## src/rtl/keypad_scanner.sv

```systemverilog
// 4x4 matrix keypad scanner: walks an active-low column strobe, classifies each
// four-column frame, and debounces single-key presses and releases over whole frames.
module keypad_scanner #(
  parameter int SCAN_DIV        = 100000,
  parameter int DEBOUNCE_FRAMES = 4
) (
  input  logic       clock,
  input  logic       reset,
  input  logic [3:0] row,
  output logic [3:0] col,
  output logic [3:0] key,
  output logic       key_valid,
  output logic       key_held
);

  localparam int                CNT_W    = $clog2(SCAN_DIV);
  localparam logic [CNT_W-1:0] TICK_MAX = CNT_W'(SCAN_DIV - 1);
  localparam logic [3:0]       DEB_N    = 4'(DEBOUNCE_FRAMES);

  typedef enum logic [1:0] {
    IDLE      = 2'd0,
    PRESS_CNT = 2'd1,
    HELD      = 2'd2,
    REL_CNT   = 2'd3
  } state_t;

  function automatic logic [2:0] count_low(input logic [3:0] r);
    count_low = 3'd0;
    for (int i = 0; i < 4; i++) begin
      count_low = count_low + {2'b00, ~r[i]};
    end
  endfunction

  function automatic logic [1:0] low_index(input logic [3:0] r);
    case (r)
      4'b1110: low_index = 2'd0;
      4'b1101: low_index = 2'd1;
      4'b1011: low_index = 2'd2;
      4'b0111: low_index = 2'd3;
      default: low_index = 2'd0;
    endcase
  endfunction

  logic [3:0]       sync1_q, sync1_d, sync2_q, sync2_d;
  logic [CNT_W-1:0] tick_cnt_q, tick_cnt_d;
  logic [1:0]       col_idx_q, col_idx_d;
  logic [3:0]       col_q, col_d;
  logic [1:0]       low_cnt_q, low_cnt_d;
  logic [3:0]       acc_code_q, acc_code_d;
  state_t           state_q, state_d;
  logic [3:0]       cnt_q, cnt_d;
  logic [3:0]       cand_q, cand_d;
  logic [3:0]       key_q, key_d;
  logic             key_valid_q, key_valid_d;
  logic             key_held_q, key_held_d;

  logic             tick_s;
  logic             frame_end_s;
  logic             frame_single_s;
  logic [3:0]       frame_code_s;
  logic [2:0]       n_low_s;
  logic [1:0]       base_cnt_s;
  logic [2:0]       sum_s;
  logic [1:0]       sum_sat_s;
  logic [3:0]       code_s;
  logic [3:0]       cnt_inc_s;

  // Scan timing, column strobe and per-frame low-bit accumulation.
  always_comb begin
    sync1_d = row;
    sync2_d = sync1_q;
    tick_s  = (tick_cnt_q == TICK_MAX);
    if (tick_s) begin
      tick_cnt_d = {CNT_W{1'b0}};
      col_idx_d  = col_idx_q + 2'd1;
    end else begin
      tick_cnt_d = tick_cnt_q + CNT_W'(1);
      col_idx_d  = col_idx_q;
    end
    col_d = ~(4'b0001 << col_idx_d);

    // Column 0 starts a fresh frame; the count saturates at 2 (multi-key).
    n_low_s = count_low(sync2_q);
    if (col_idx_q == 2'd0) begin
      base_cnt_s = 2'd0;
    end else begin
      base_cnt_s = low_cnt_q;
    end
    sum_s = {1'b0, base_cnt_s} + n_low_s;
    if (sum_s >= 3'd2) begin
      sum_sat_s = 2'd2;
    end else begin
      sum_sat_s = sum_s[1:0];
    end
    if (n_low_s == 3'd1) begin
      code_s = {low_index(sync2_q), col_idx_q};
    end else begin
      code_s = acc_code_q;
    end
    if (tick_s) begin
      low_cnt_d  = sum_sat_s;
      acc_code_d = code_s;
    end else begin
      low_cnt_d  = low_cnt_q;
      acc_code_d = acc_code_q;
    end

    frame_end_s    = tick_s && (col_idx_q == 2'd3);
    frame_single_s = (sum_sat_s == 2'd1);
    frame_code_s   = code_s;
  end

  // Debounce state machine, evaluated once per completed frame.
  always_comb begin
    state_d     = state_q;
    cnt_d       = cnt_q;
    cand_d      = cand_q;
    key_d       = key_q;
    key_valid_d = 1'b0;
    key_held_d  = key_held_q;
    cnt_inc_s   = cnt_q + 4'd1;
    if (frame_end_s) begin
      case (state_q)
        IDLE: begin
          if (frame_single_s) begin
            cand_d = frame_code_s;
            if (DEB_N == 4'd1) begin
              key_d       = frame_code_s;
              key_valid_d = 1'b1;
              key_held_d  = 1'b1;
              cnt_d       = 4'd0;
              state_d     = HELD;
            end else begin
              cnt_d   = 4'd1;
              state_d = PRESS_CNT;
            end
          end else begin
            state_d = IDLE;
          end
        end
        PRESS_CNT: begin
          if (frame_single_s && (frame_code_s == cand_q)) begin
            cnt_d = cnt_inc_s;
            if (cnt_inc_s >= DEB_N) begin
              key_d       = cand_q;
              key_valid_d = 1'b1;
              key_held_d  = 1'b1;
              state_d     = HELD;
            end else begin
              state_d = PRESS_CNT;
            end
          end else begin
            cnt_d   = 4'd0;
            state_d = IDLE;
          end
        end
        HELD: begin
          key_held_d = 1'b1;
          if (!frame_single_s) begin
            if (DEB_N == 4'd1) begin
              key_held_d = 1'b0;
              cnt_d      = 4'd0;
              state_d    = IDLE;
            end else begin
              cnt_d   = 4'd1;
              state_d = REL_CNT;
            end
          end else begin
            state_d = HELD;
          end
        end
        REL_CNT: begin
          if (frame_single_s) begin
            key_held_d = 1'b1;
            state_d    = HELD;
          end else if (cnt_inc_s >= DEB_N) begin
            key_held_d = 1'b0;
            cnt_d      = 4'd0;
            state_d    = IDLE;
          end else begin
            key_held_d = 1'b1;
            cnt_d      = cnt_inc_s;
            state_d    = REL_CNT;
          end
        end
        default: begin
          key_held_d = 1'b0;
          cnt_d      = 4'd0;
          state_d    = IDLE;
        end
      endcase
    end else begin
      state_d = state_q;
    end
  end

  // All state registers; reset wins over any frame end on the same edge.
  always_ff @(posedge clock) begin
    if (reset) begin
      sync1_q     <= 4'b1111;
      sync2_q     <= 4'b1111;
      tick_cnt_q  <= {CNT_W{1'b0}};
      col_idx_q   <= 2'd0;
      col_q       <= 4'b1110;
      low_cnt_q   <= 2'd0;
      acc_code_q  <= 4'd0;
      state_q     <= IDLE;
      cnt_q       <= 4'd0;
      cand_q      <= 4'd0;
      key_q       <= 4'h0;
      key_valid_q <= 1'b0;
      key_held_q  <= 1'b0;
    end else begin
      sync1_q     <= sync1_d;
      sync2_q     <= sync2_d;
      tick_cnt_q  <= tick_cnt_d;
      col_idx_q   <= col_idx_d;
      col_q       <= col_d;
      low_cnt_q   <= low_cnt_d;
      acc_code_q  <= acc_code_d;
      state_q     <= state_d;
      cnt_q       <= cnt_d;
      cand_q      <= cand_d;
      key_q       <= key_d;
      key_valid_q <= key_valid_d;
      key_held_q  <= key_held_d;
    end
  end

  assign col       = col_q;
  assign key       = key_q;
  assign key_valid = key_valid_q;
  assign key_held  = key_held_q;

endmodule

```

## config.mk

```make
export PLATFORM = sky130hd
export DESIGN_NAME = keypad_scanner
export DESIGN_NICKNAME = d
export VERILOG_FILES = /design/src/rtl/keypad_scanner.sv
export SDC_FILE = /design/constraint.sdc
export NUM_CORES = 1
export LEC_CHECK = 0
export CAP_MARGIN = 20
export CORE_MARGIN = 2
export CORE_UTILIZATION = 45
export CTS_BUF_LIST = sky130_fd_sc_hd__clkbuf_4 sky130_fd_sc_hd__clkbuf_8 sky130_fd_sc_hd__clkbuf_16
export CTS_CLUSTER_SIZE = 40
export DETAILED_ROUTE_END_ITERATION = 8
export GPL_ROUTABILITY_DRIVEN = 0
export PLACE_DENSITY = 0.68
export SLEW_MARGIN = 20
export SYNTH_ARGS = -nofsm -noshare
export SYNTH_HDL_FRONTEND = slang
export SYNTH_SLANG_ARGS = --single-unit
```

## constraint.sdc

```tcl
create_clock -name clock -period 3.85 [get_ports clock]
set_input_delay 0.385 -clock clock [delete_from_list [all_inputs] [get_ports clock]]
set_output_delay 0.385 -clock clock [all_outputs]
set_load 0.01 [all_outputs]
```

==> flow_metrics.env <==
export IMPL_ys_types=54
export IMPL_drtIter0Drc=171
export IMPL_core_sq_um=5820
export IMPL_area_growth_pct=11.9
export IMPL_syn_avg_cell_area_sq_um=8.75
export IMPL_crit_buf_inv=1
export IMPL_cts_hold_buf=0
export IMPL_synth_nets=322
export IMPL_num_io_pins=16
export IMPL_outcome="finished clean"
export IMPL_rsz0062_at_grt="no"
export IMPL_overflow=0
export IMPL_fin_crit_sh=0.935
export IMPL_slew_headroom=0.517
export IMPL_r2r_end="cnt_q[2]$_SDFFE_PP0P_"
export IMPL_grt_pass1_vias=1949
export IMPL_die_w_microns=81.0
export IMPL_worstPathRequired_ps=4090
export IMPL_layout_drive_gt1_share=0.0846
export IMPL_power_density_nw_per_um2=343
export IMPL_wl_per_cell_microns=13.2
export IMPL_numCtsBuffers=5
export IMPL_peakVddDrop_v=0.000269
export IMPL_grt_max_degree=42
export IMPL_setup_violations=0
export IMPL_cts_sinks=53
export IMPL_reg2reg_slack_ps=250
export IMPL_final_hold_viol_count=0
export IMPL_layout_setup_ws_ps=250
export IMPL_num_rows=28
export IMPL_setup_tns_ps=0
export IMPL_antenna_found_initial=0
export IMPL_hold_start="sync1_q[3]$_SDFF_PP1_"
export IMPL_post_cts_resized=0
export IMPL_hold_path_depth=1
export IMPL_vias=2167
export IMPL_synth_edf_count=0
export IMPL_initial_core_util=0.459
export IMPL_n_fill_cell=556
export IMPL_clk_pin_slew_ps=100
export IMPL_synth_flop_cell="dfxtp_1"
export IMPL_tightest_slew_ps=720
export IMPL_async_flop_share=0
export IMPL_slew_violations=0
export IMPL_worstHoldPathType="reg -> reg"
export IMPL_cts_root_buf="clkbuf_8"
export IMPL_ant_nets=0
export IMPL_drcViolationCount=0
export IMPL_finalPower_mw=1.02
export IMPL_fmax_mhz=278
export IMPL_crit_chain="fa_1 -> inv_1 -> ha_1 -> ha_1 -> fa_1 -> xor2_1 -> nor2_1 -> nand2_1 -> or3_1 -> or4_4 -> o211ai_2"
export IMPL_leakage_nw=1.10
export IMPL_cts_max_level=2
export IMPL_min_to="sync2_q[3]$_SDFF_PP1_"
export IMPL_syn_inst=305
export IMPL_antenna_cells=0
export IMPL_crit_fanout=8
export IMPL_post_route_min_period_ps=3600
export IMPL_critPathKind="reg -> reg"
export IMPL_synth_seq_cells=53
export IMPL_final_setup_skew_ps=8.16
export IMPL_die_area_sq_um=6560
export IMPL_dp_hpwl_mm=3.73
export IMPL_cap_violations=0
export IMPL_stdcell_count=394
export IMPL_cpPeakStageDelay_ps=530
export IMPL_slowest_stage="fa_1"
export IMPL_post_place_ws_ps=263
export IMPL_clk_path_buf_depth=2
export IMPL_portBuffers=15
export IMPL_viasPerCell=5.50
export IMPL_r2r_start="sync2_q[0]$_SDFF_PP1_"
export IMPL_end_kind="register"
export IMPL_cts_setup_buffers=0
export IMPL_yosysWarningCount=0
export IMPL_dr_pass1_iters=4
export IMPL_crit_path_start_kind="register"
export IMPL_grt_pass1_wl_mm=8.89
export IMPL_syn_area_sq_um=2670
export IMPL_grt_usage=0.172
export IMPL_cts_tree="yes"
export IMPL_worstSetupStartpoint="sync2_q[0]$_SDFF_PP1_"
export IMPL_wl_mm=5.20
export IMPL_arrival_ps=3840
export IMPL_placedCellCount=387
export IMPL_fin_hold_ws_ps=416
export IMPL_worstSkewPairLatency_ps=300
export IMPL_die_y_microns=81.0
export IMPL_rr_worst_depth=11
export IMPL_cp_top_family="adder cells"
export IMPL_ys_seq_area_frac=0.398
export IMPL_nets=336
## area by class of cell
| class | instances | area, sq um | share of cell area |
|---|---|---|---|
| clock buffer | 5 | 68.8 | 0.0231 |
| inverter | 14 | 52.6 | 0.0176 |
| timing repair buffer | 17 | 165 | 0.0553 |
| clock inverter | 2 | 38.8 | 0.0130 |
| tap | 75 | 93.8 | 0.0314 |
| multi-input combinational | 228 | 1510 | 0.504 |
| sequential | 53 | 1060 | 0.355 |
## state kept, by name, indices dropped and copies added, names as in the netlist
signal,flops
tick_cnt_q,17
key,4
col_idx_q,2
col,4
low_cnt_q,2
acc_code_q,4
cand_q,4
state_q,2
key_valid,1
key_held,1
sync1_q,4
cnt_q,4
sync2_q,4
## per-layer routing
metal,track usage,part of all wire,up-vias,wire [microns]
li1,-,-,1107,-
met1,0.232,0.47,1013,2450
met2,0.260,0.48,43,2490
met3,0.0567,0.043,4,226
met4,0.0542,0.0065,0,34
met5,0,0,-,0
## cells by family after synthesis
group / count (synthesis) / share of synthesized area
and+or+nand+nor: 148 / 0.312
AOI/OAI and AO/OA: 44 / 0.109
xor gates and xnor gates: 18 / 0.0591
DFF: 53 / 0.398
buffers and inverters: 24 / 0.0380
muxes: 7 / 0.0267
adders and majority gates: 11 / 0.0572
## worst max path at each step
stage | depth (start not counted) | slack [ps] | endpoint
finish | 11 | 250 | cnt_q[2]$_SDFFE_PP0P_
detailed placement | 11 | 260 | cnt_q[2]$_SDFFE_PP0P_
CTS | 11 | 230 | cnt_q[2]$_SDFFE_PP0P_
global placement | 11 | 350 | cnt_q[2]$_SDFFE_PP0P_
floorplan | 12 | 450 | cnt_q[2]$_SDFFE_PP0P_
global route | 11 | 60 | cnt_q[2]$_SDFFE_PP0P_
## worst reg2reg max path: stages, from the launching register on
cell      delay [ps]
dfxtp_1          350
fa_1             530
inv_1             40
ha_1             170
ha_1             350
fa_1             430
xor2_1           190
nor2_1           150
nand2_1          120
or3_1            510
or4_4            530
o211ai_2         160
## synthesized netlist by cell type, types with 4 or more instances
master / n / area [sq um]
o21ai_0: 4 / 20.0
o31ai_1: 4 / 30.0
a31oi_1: 4 / 25.0
nand2_1: 18 / 67.6
nor3_1: 7 / 35.0
nand4bb_1: 4 / 45.0
nor4_1: 5 / 31.3
nand4_1: 10 / 62.6
nor2b_1: 4 / 25.0
or2_2: 8 / 50.1
a21oi_1: 18 / 90.1
mux2i_1: 6 / 60.1
or4_1: 4 / 30.0
dfxtp_1: 53 / 1060
nor2_1: 43 / 161
xor2_1: 12 / 105
inv_1: 13 / 48.8
nand2b_1: 6 / 37.5
xnor2_1: 6 / 52.6
or3_1: 7 / 43.8
clkbuf_1: 6 / 22.5
nand3_1: 12 / 60.1
ha_1: 9 / 113
## power by group
group	switching [mW]	total, mW	internal, mW	leakage [nW]
combinational	0.0542	0.0867	0.0325	0.615
clock	0.185	0.377	0.193	0.0546
sequential	0.00464	0.559	0.554	0.429
total	0.243	1.02	0.780	1.10
## stage by stage
stage	area, sq um	utilization
detailed placement	2880	0.495
floorplan	2670	-
finish	2990	0.513
CTS	2990	0.513
global placement	2880	0.495
global route	2990	0.513
## layout by cell type, fill, tap and decap left out, types with 9 or more instances in the layout
master           count
nand3_1             12
dfxtp_1             53
clkdlybuf4s50_1     15
a21oi_1             18
nor2_1              43
nand2_1             18
ha_1                 9
xor2_1              12
nand4_1             10
inv_1               13
(Power assumes the default switching activity.)
